### config.mk
export PLATFORM = sky130hd
export DESIGN_NAME = bcd_gray_sched
export DESIGN_NICKNAME = d
export VERILOG_FILES = /design/src/rtl/bcd_gray_pkg.sv /design/src/rtl/bcd_gray_digit.sv /design/src/rtl/bcd_gray_sched.sv
export SDC_FILE = /design/constraint.sdc
export NUM_CORES = 1
export LEC_CHECK = 0
export CORE_MARGIN = 5
export CORE_UTILIZATION = 50
export CTS_BUF_LIST = sky130_fd_sc_hd__clkbuf_16
export DETAILED_ROUTE_END_ITERATION = 8
export DONT_BUFFER_PORTS = 1
export SLEW_MARGIN = 25
export SYNTH_ARGS = -nofsm -noshare
export SYNTH_HDL_FRONTEND = slang
export SYNTH_SLANG_ARGS = --single-unit
export TNS_END_PERCENT = 20
### constraint.sdc
create_clock -name clk -period 3.41 [get_ports clk]
set_input_delay 0.5115 -clock clk [delete_from_list [all_inputs] [get_ports clk]]
set_output_delay 0.5115 -clock clk [all_outputs]
set_load 0.02 [all_outputs]
### src/rtl/bcd_gray_pkg.sv
// Shared types and constants for the BCD-to-Gray request scheduler.
package bcd_gray_pkg;

  localparam int DIGIT_W = 4;
  localparam int BCD_MAX = 9;

  typedef enum logic [1:0] {
    S_IDLE = 2'd0,
    S_CONV = 2'd1,
    S_RESP = 2'd2
  } state_t;

endpackage

### src/rtl/bcd_gray_digit.sv
// Combinational single-digit converter: 4-bit BCD digit to 4-bit Gray, plus an over-9 flag.
module bcd_gray_digit
  import bcd_gray_pkg::*;
(
  input  logic [DIGIT_W-1:0] bcd_i,
  output logic [DIGIT_W-1:0] gray_o,
  output logic               over9_o
);

  assign gray_o  = {bcd_i[3], bcd_i[3] ^ bcd_i[2], bcd_i[2] ^ bcd_i[1], bcd_i[1] ^ bcd_i[0]};
  assign over9_o = (bcd_i > DIGIT_W'(BCD_MAX));

endmodule

### src/rtl/bcd_gray_sched.sv
// Two-requester round-robin scheduler feeding one shared BCD-to-Gray digit converter,
// one digit per cycle from the most significant digit down.
module bcd_gray_sched
  import bcd_gray_pkg::*;
#(
  parameter int NDIG = 4
) (
  input  logic                    clk,
  input  logic                    rst,
  input  logic                    req0_valid,
  input  logic [DIGIT_W*NDIG-1:0] req0_bcd,
  output logic                    req0_ready,
  input  logic                    req1_valid,
  input  logic [DIGIT_W*NDIG-1:0] req1_bcd,
  output logic                    req1_ready,
  output logic                    rsp_valid,
  input  logic                    rsp_ready,
  output logic [DIGIT_W*NDIG-1:0] rsp_gray,
  output logic                    rsp_id,
  output logic                    rsp_err
);

  localparam int WORD_W = DIGIT_W * NDIG;
  localparam int CNT_W  = (NDIG > 1) ? $clog2(NDIG) : 1;
  localparam logic [CNT_W-1:0] CNT_TOP = CNT_W'(NDIG - 1);

  state_t             state_q, state_d;
  logic               ptr_q, ptr_d;
  logic [WORD_W-1:0]  word_q, word_d;
  logic [WORD_W-1:0]  gray_q, gray_d;
  logic               id_q, id_d;
  logic               err_q, err_d;
  logic [CNT_W-1:0]   cnt_q, cnt_d;

  logic [DIGIT_W-1:0] digit_in;
  logic [DIGIT_W-1:0] digit_gray;
  logic               digit_over9;
  logic               grant1;

  assign digit_in = word_q[cnt_q*DIGIT_W +: DIGIT_W];

  bcd_gray_digit u_digit (
    .bcd_i   (digit_in),
    .gray_o  (digit_gray),
    .over9_o (digit_over9)
  );

  always_comb begin
    state_d    = state_q;
    ptr_d      = ptr_q;
    word_d     = word_q;
    gray_d     = gray_q;
    id_d       = id_q;
    err_d      = err_q;
    cnt_d      = cnt_q;
    req0_ready = 1'b0;
    req1_ready = 1'b0;
    // The pointed requester wins a tie; a lone valid requester always wins.
    grant1     = req1_valid && (!req0_valid || ptr_q);

    case (state_q)
      S_IDLE: begin
        if (!rst && (req0_valid || req1_valid)) begin
          req0_ready = !grant1;
          req1_ready = grant1;
          word_d     = grant1 ? req1_bcd : req0_bcd;
          id_d       = grant1;
          ptr_d      = !grant1;
          err_d      = 1'b0;
          cnt_d      = CNT_TOP;
          state_d    = S_CONV;
        end
      end
      S_CONV: begin
        gray_d[cnt_q*DIGIT_W +: DIGIT_W] = digit_gray;
        if (digit_over9) begin
          err_d = 1'b1;
        end
        if (cnt_q == '0) begin
          cnt_d   = CNT_TOP;
          state_d = S_RESP;
        end else begin
          cnt_d = cnt_q - 1'b1;
        end
      end
      S_RESP: begin
        if (rsp_ready) begin
          state_d = S_IDLE;
        end
      end
      default: begin
        state_d = S_IDLE;
      end
    endcase
  end

  always_ff @(posedge clk) begin
    if (rst) begin
      state_q <= S_IDLE;
      ptr_q   <= 1'b0;
      word_q  <= '0;
      gray_q  <= '0;
      id_q    <= 1'b0;
      err_q   <= 1'b0;
      cnt_q   <= CNT_TOP;
    end else begin
      state_q <= state_d;
      ptr_q   <= ptr_d;
      word_q  <= word_d;
      gray_q  <= gray_d;
      id_q    <= id_d;
      err_q   <= err_d;
      cnt_q   <= cnt_d;
    end
  end

  assign rsp_valid = (state_q == S_RESP);
  assign rsp_gray  = gray_q;
  assign rsp_id    = id_q;
  assign rsp_err   = err_q;

endmodule
### Word level (Yosys, flattened, before mapping)

Cells that the tools add are included.

| word-level totals | value |
|---|---|
| word-level logic and storage cells | 52 |
| register bits | 39 |
| bits of input ports | 37 |
| bits in latches | 0 |
| RAM bits | 0 |
| ROM bits | 0 |
| output and inout port bits | 21 |
| memories | 0 |

| cells by class | value |
|---|---|
| bitwise gates (word level) | 3 |
| add/subtract/negate cells | 2 |
| shift-type cells | 3 |
| $lt $le $gt $ge | 1 |
| equality and inequality tests | 6 |
| multiply operators | 0 |
| multiplexer cells | 16 |
| div/mod/pow operators | 0 |
| reductions and logical operators | 14 |

Operators by type and width:

| operator | count |
|---|---|
| $neg 4->34 | 1 |
| $shift 4x34->16 const A | 1 |
| $shiftx 4x34->16 | 1 |
| $bwmux 16 | 1 |
| $mux 16 | 1 |
| $shiftx 16x5->4 | 1 |
| $mux 2 | 5 |
| $mux 1 | 6 |
| $ne 2x2->1 const B | 3 |
| $pmux 2 s3 | 1 |
| $reduce_and 3->1 | 2 |
| $gt 4x4->1 const B | 1 |
| $logic_not 2->1 | 2 |
| $pmux 2 s2 | 1 |
| $reduce_and 2->1 | 2 |
| $logic_not 1->1 | 3 |
| $xor 1x1->1 | 3 |
| $eq 2x1->1 const B | 1 |
| $eq 2x2->1 const B | 1 |
| $logic_and 1x1->1 | 2 |
| $logic_or 1x1->1 | 2 |
| $ne 2x1->1 const B | 1 |
| $pmux 1 s2 | 1 |
| $reduce_bool 2->1 | 1 |
| $sub 2x1->2 const B | 1 |

### Longest topological paths before layout

Gate-level depths: netlist of the first run.

| depth | value |
|---|---|
| depth after elaboration | 6 |
| gate-level depth with buffers | 7 |
| mapped depth without buffers | 6 |

### Hierarchy

From an unflattened synthesis of the first run, not the netlist that was laid out.

| unflattened totals | value |
|---|---|
| cells, all modules | 222 |
| area total of the unflattened synthesis | 2,021.9 µm² |

Modules (own cells, without submodules):

| module | sequential area each (µm²) | instances | area an instance (µm²) | cells an instance |
|---|---|---|---|---|
| bcd_gray_sched | 780.7 | 1 | 1,925.6 | 210 |
| bcd_gray_digit | 0.0 | 1 | 96.3 | 12 |

### Least setup slack after synthesis of the first run

Ideal clock, no wire load.

| timing | value |
|---|---|
| kind | input -> output |
| start point | in rst |
| end point | out req0_ready |
| buffers on the path | 2 |
| stages | 5 |
| arrival | 1.605 ns |
| required time | 2.898 ns |
| setup slack | 1.293 ns |
| cell sequence | clkbuf_1 -> or3_4 -> nor2_4 -> buf_6 -> o21a_1 |

| between the ends | value |
|---|---|
| cells in the longest elaborated chain, start to end | 4 |

RTL lines:

| what | RTL line | text |
|---|---|---|
| start, declared | bcd_gray_sched.sv:9 | `input logic rst,` |
| $logic_not 1->1 | bcd_gray_sched.sv:63 | `if (!rst && (req0_valid \|\| req1_valid)) begin` |
| $logic_and 1x1->1 | bcd_gray_sched.sv:63 |  |
| $mux 1 | bcd_gray_sched.sv:63 |  |
| $mux 1 | bcd_gray_sched.sv:61 | `case (state_q)` |
| end, declared | bcd_gray_sched.sv:12 | `output logic req0_ready,` |

No other way between the ends.

### Worst setup path in the final report of the first run

| timing | value |
|---|---|
| start point | reg state_q[0] |
| end point | out req0_ready |

| between the ends | value |
|---|---|
| cells in the longest elaborated chain, start to end | 2 |

RTL lines:

| what | RTL line | text |
|---|---|---|
| start, declared | bcd_gray_sched.sv:27 | `state_t state_q, state_d;` |
| start signal, assigned | bcd_gray_sched.sv:107 | `state_q <= state_d;` |
| $logic_not 2->1 | bcd_gray_sched.sv:61 |  |
| $mux 1 | bcd_gray_sched.sv:61 |  |

No other way between the ends.

==> results of run 1 <==
[sequential cells by signal, indices dropped and copies added, names as in the netlist]
signal,count
ptr_q,1
rsp_err,1
word_q,16
state_q,2
rsp_gray,16
rsp_id,1
cnt_q,2
[where the power goes]
group | internal, mW | total (mW) | switching, mW
clock network | 0.341 | 0.515 | 0.174
logic | 0.0896 | 0.217 | 0.128
registers | 0.488 | 0.525 | 0.0373
total | 0.918 | 1.26 | 0.339
[final cells by class]
type | count | share of cell area [%]
multi-input combinational | 154 | 51.2
tap | 50 | 2.89
sequential | 39 | 36.1
clock buffer | 5 | 5.78
clock inverter | 3 | 1.79
inverter | 9 | 1.56
timing repair buffer | 2 | 0.694
[worst min path at each step]
stage / startpoint / endpoint / cells past startpoint
after floorplan: ptr_q / ptr_q / 1
after global placement: ptr_q / ptr_q / 1
after detailed placement: ptr_q / ptr_q / 1
after CTS: rst / rsp_gray[0] / 1
after global routing: rst / rsp_gray[0] / 1
final: rst / rsp_gray[0] / 1
[routing by layer]
| metal | GRT usage (%) | up-vias | share of wire [%] |
|---|---|---|---|
| li1 | - | 811 | - |
| met2 | 30.5 | 60 | 48 |
| met5 | 0 | - | 0 |
| met3 | 6.16 | 7 | 5.6 |
| met1 | 23.2 | 789 | 45 |
| met4 | 4.43 | 0 | 1.4 |
[placed cells by master (no fill, tap or decap), drive strengths merged]
cell type	count
o21a	1
a21o	1
clkinv	2
nor4bb	1
a21oi	25
and3b	1
inv	9
nand3b	20
buf	2
xnor2	1
a32oi	6
nand3	7
nand4	7
or2	1
and2	1
o21ai	23
a311oi	16
clkbuf	5
nor3b	1
nor2	9
nor2b	4
ha	8
nor3	1
nand2	7
bufinv	1
nand2b	1
o211a	1
or3	2
o211ai	1
a211oi	2
o31ai	1
dfxtp	39
mux4	4
and2b	1
[cells in the mapped netlist, types with 2 or more instances]
library cell and instances:
a32oi_1 6, buf_6 3, ha_1 8, nand3b_1 20, o21ai_0 20, clkbuf_1 10
dfxtp_1 39, inv_1 9, a211oi_1 2, a21oi_1 25, a311oi_1 16, nand2_1 7
o21ai_1 3, nand3_1 7, nor2_1 8, nor2b_1 4, or3_4 2, nand4_1 7
buf_2 5, mux4_2 4
[through the flow]
stage,cell area (sq um),instances
after global routing,2160,262
after CTS,2160,262
final,2160,262
after detailed placement,2000,254
after global placement,2000,254
after floorplan,2030,222
[logic make-up (layout without fill, tap and decap cells)]
kind of cell / Yosys count / count (layout) / share of synthesized area (%)
fa+ha+maj: 8 / 8 / 4.93
buf+inv: 29 / 19 / 6.97
flops: 39 / 39 / 38.5
compound gates: 77 / 77 / 24.0
xor+xnor: 1 / 1 / 0.802
simple gates: 64 / 64 / 20.3
mux: 4 / 4 / 4.44
[critical path: stages (launching register included)]
cell	delay, ns
dfxtp_1	0.40
or3_4	0.46
nor2_4	0.35
o21a_1	0.30
==> impl_results.md, run 1 <==
* Outcome: finished, final reports clean
* Drt first pass iters at 6
* FF+latch count, synth at 39
* Register area at between 700 and 800 sq um
* Clk sinks at 39
* Post-route DRC at 0
* Die area at about 5400 sq um
* Port bufs at 0
* Synth unique cells at 37
* Number of synthesized flops with an enable pin at 0
* Pin count of the biggest net entering global routing at 36
* Layout cells sized above 1 at under 10%
* R2R depth at 6
* Iter 0 DRT Violations at between 90 and 100
* Setup TNS at 0 ns
* Overall Power at approximately 1.3 mW
* Setup slack at placement at approximately 1.4 ns
* Gr ovfl total at 0
* Post-route setup slack at 1.10 ns
* Vias per cell at roughly 6.4
* Gate count of the mapped netlist at 222
* RD Place Congestion at just over 0.8
* Die Wd at approximately 74 um
* CTS clock-pin slew for the worst setup and hold paths at approximately 0.06 ns
* Setup Buffers After CTS at 0
* Critical path peak fanout at 19
* P_leak at ~0.75 nW
* Number of antenna violations at the first check in global routing at 0
* Number of buffers created by CTS at 5
* Post-route ant nets at 0
* Initial core utilization at 51.1%
* CTS max path bufs at 2
* Die height at between 70 and 80 um
* Std-Cell Core Area at just under 4000 sq um
* Final core occ at between 50% and 60%
* DR WL/cell at ~19 um
* Nature of the critical path startpoint: flop
* Resize count post-CTS at 0
* Asr flop ratio synth at 0%
* Min-delay worst type: input port to flop
* RSZ-0062 raised after global routing: no
* Row count at 23
* Net Count, Synth at roughly 270
* Worst Setup End Kind: output pin
* Area occupied by multi-input gates at 1110 sq um
* Clock skew at ~0.0050 ns
* Root Driver: clkbuf_16
* FILL cells at 373
* Total track usage at between 10% and 20%
* Later-pin clock latency in the skew report at 0.28 ns
* Syn Area/Cell at 9.14 sq um
* CP required at about 2.9 ns
* Synth area leader: dfxtp_1
* Hpwl dp at around 3.7 mm
* Post-synthesis sequential area ratio at around two fifths
* First-pass GRT wire length at between 7 and 8 mm
* R2R setup slack at 1.39 ns
* Hold_buf cts at 0
* Max Cap Viol at 0
* Reg-to-Reg Start: cnt_q[0]
* Pins Over Slew Limit at 0
* Vias in the first global route at approximately 1,600
* Arr. time, crit path at roughly 1.8 ns
* Final period util at between 60% and 70%
* # setup viols final at 0
* Area delta synth->final at 6.60%
* Mapped cell area at 2030 sq um
* Net count, final at roughly 260
* Launch point of the worst path: state_q[0]
* Power density over the cells at approximately 580 nW/um^2
* Final Hold Viols at 0
* Boundary pin count at 58
* Top cell type's share of synthesized area at between 30% and 40%
* Most common flop cell mapped by yosys: dfxtp_1
* Slew headroom at between 50% and 60%
* Fin crit period at between 2 and 2.5 ns
* Crit path kind: flop to output pin
* Max VDD drop at a little over 0.4 mV
* DRT Wirelength at 4.88 mm
* Fmax achieved at around 0.43 GHz
* CTS tree: yes
* Synth warn at 0
* Worst Setup EP: req0_ready
* H-tree levels at 2
* Synth top area cells: dfxtp_1 38%, nand3b_1 7.4%, a311oi_1 6.9%, a21oi_1 6.2%, ha_1 4.9%
* Antenna fix cells at 0
* DR vias at ~1,700
* Hold slack at 0.292 ns
* Reg2reg end: rsp_gray[2]
* Worst Tran Pin Value at ~0.66 ns
(Power assumes the default switching activity.)
==> run 2, diff against run 1 <==
Clock period 3.41 ns to 2.4 ns, I/O delays scaled along.
==> impl_results.md, run 2 (synthesis results as in run 1) <==
* Outcome: finished, final reports clean
* CP required at 2.04 ns (-0.86 ns)
* R2R setup slack at 0.38 ns (-1.01 ns)
* Number of antenna violations at the first check in global routing at 0 (unchanged)
* First-pass GRT wire length at 7.95 mm (+0.97%)
* Hold path endpoint: rsp_gray[2]
* Initial core utilization at 51.1% (unchanged)
* H-tree levels at 2 (unchanged)
* CP top delay family: simple AND/OR/NAND/NOR gates
* # setup viols final at 0 (unchanged)
* Pin count of the biggest net entering global routing at 36 (unchanged)
* Pins Over Slew Limit at 0 (unchanged)
* Worst Setup End Kind: output pin
* Clock skew at 0.00427 ns (-0.000756 ns)
* Total track usage at 18.7% (+0.22 points)
* DRT Wirelength at 4.84 mm (-0.76%)
* Pint at 1.20 mW (+30%)
* Most frequent cells in the layout: 39 x dfxtp_1, 25 x a21oi_1, 20 x o21ai_0, 20 x nand3b_1, 16 x a311oi_1
* Max VDD drop at 0.317 mV (-21%)
* RSZ-0062 raised after global routing: no
* P_leak at 0.743 nW (-1.4%)
* Die area at 5430 sq um (unchanged)
* Area delta synth->final at 5.24%
* DP Cell Count at 254 (unchanged)
* CTS tree: yes
* Port bufs at 0 (unchanged)
* Drt first pass iters at 4 (-2)
* Std-Cell Core Area at 3970 sq um (unchanged)
* Die Wd at 73.7 um (unchanged)
* Row count at 23 (unchanged)
* Sw power at 479 uW (+41%)
* Setup slack at placement at 0.392 ns (-0.981 ns)
* Crit-path max cell delay at 0.50 ns (+0.04 ns)
* Arr. time, crit path at 1.72 ns (-0.07 ns)
* Fin crit period at slightly above 2 ns
* Placed Area at 2000 sq um (unchanged)
* Fin area at 2140 sq um (-1.3%)
* Reg-to-Reg Start: cnt_q[0]
* Hold_buf cts at 0 (unchanged)
* Buf/Inv on CP at 1 (+1)
* Slowest cell on the critical path: or3_4
* Switching Fraction at 28.6% (+1.7 points)
* Min-delay src: rst
* Power density over the cells at 784 nW/um^2 (+35%)
* Iter 0 DRT Violations at 165 (+81%)
* Clk sinks at 39 (unchanged)
* Boundary pin count at 58 (unchanged)
* Final Hold Viols at 0 (unchanged)
* Post-route DRC at 0 (unchanged)
* Critical path peak fanout at 34 (+15)
* R2R depth at 6 (unchanged)
* Sequential share of power at 44.6% (+2.8 points)
* Logic pwr share at 18.6% (+1.3 points)
* Crit path cell chain: and2b_1 > or3_4 > inv_1
* Later-pin clock latency in the skew report at 0.28 ns (about the same)
* Max Cap Viol at 0 (unchanged)
* Reg2reg end: rsp_gray[5]
* Post-route ant nets at 0 (unchanged)
* Register area at 781 sq um (unchanged)
* Die height at 73.7 um (unchanged)
* Commonest non-fill, non-tap cell in the layout: dfxtp_1
* Crit path kind: flop to output pin
* Min-delay worst type: input port to flop
* Number of buffers created by CTS at 5 (unchanged)
* Vias in the first global route at 1,648 (-0.061%)
* Fmax achieved at about 0.48 GHz
* Area occupied by multi-input gates at 1110 sq um (unchanged)
* Hold path cells at 1 (unchanged)
* Nature of the critical path startpoint: flop
* CTS clock-pin slew for the worst setup and hold paths at 0.05 ns (about the same)
* CTS max path bufs at 2 (unchanged)
* Clock share of power at 36.7% (-4.2 points)
* Root Driver: clkbuf_16
* Gr ovfl total at 0 (unchanged)
* RD Place Congestion at 0.863 (+3.8%)
* Antenna fix cells at 0 (unchanged)
* Post-route setup slack at 0.321 ns (-0.783 ns)
* Hpwl dp at 3.55 mm (-2.6%)
* FILL cells at 382 (+2.4%)
* Setup TNS at 0 ns (unchanged)
* Net count, final at 256 (unchanged)
* Slew headroom at 49.8% (-5.9 points)
* DR vias at 1,651 (-0.96%)
* Non-filler cells, final at 262 (unchanged)
* Vias per cell at 6.30 (-0.96%)
* Resize count post-CTS at 0 (unchanged)
* Worst Tran Pin Value at 0.753 ns (+0.0909 ns)
* Layout cells sized above 1 at 8.02% (-0.94 points)
* DR WL/cell at 18.5 um (-0.76%)
* Setup Buffers After CTS at 0 (unchanged)
* Final period util at between 80% and 90%
run 2: worst max path at each step:
stage                   from           to  cells past startpoint
floorplan                rst   req0_ready                      5
global placement    cnt_q[0]  rsp_gray[2]                      5
detailed placement  cnt_q[0]  rsp_gray[5]                      6
CTS                    ptr_q   req1_ready                      3
global route        cnt_q[0]  rsp_gray[5]                      6
finish                 ptr_q   req1_ready                      3
run 2: power by group through the flow:
stage / registers [mW] / logic (mW) / clock network (mW)
after global placement: 0.760 / 0.302 / 0
after global routing: 0.754 / 0.351 / 0.658
after CTS: 0.748 / 0.312 / 0.624
final: 0.747 / 0.312 / 0.615
after floorplan: 0.736 / 0.286 / 0
after detailed placement: 0.762 / 0.310 / 0
run 2: per-layer routing:
layer / part of all wire (%) / global-route usage [%] / up-vias
met5: 0 / 0 / -
met4: 1.2 / 5.84 / 0
met3: 5.9 / 4.79 / 7
met2: 50 / 31.6 / 57
met1: 43 / 23.2 / 779
li1: - / - / 808
run 2: stage by stage:
step | util, % | total power, mW | hold WS [ns]
2_1_floorplan | - | 1.02 | 0.465
3_3_place_gp | 50.3 | 1.06 | 0.434
3_5_place_dp | 50.3 | 1.07 | 0.436
4_1_cts | 53.8 | 1.68 | 0.144
5_1_grt | 53.8 | 1.76 | 0.140
6_report | 53.8 | 1.67 | 0.148
run 2: area by class of cell:
class	instances	area share, %
well taps	50	2.93
flip-flops and latches	39	36.6
clock inverters	3	0.527
multi-input cells	154	51.8
repair buffers	2	0.703
clock buffers	5	5.86
inverters	9	1.58
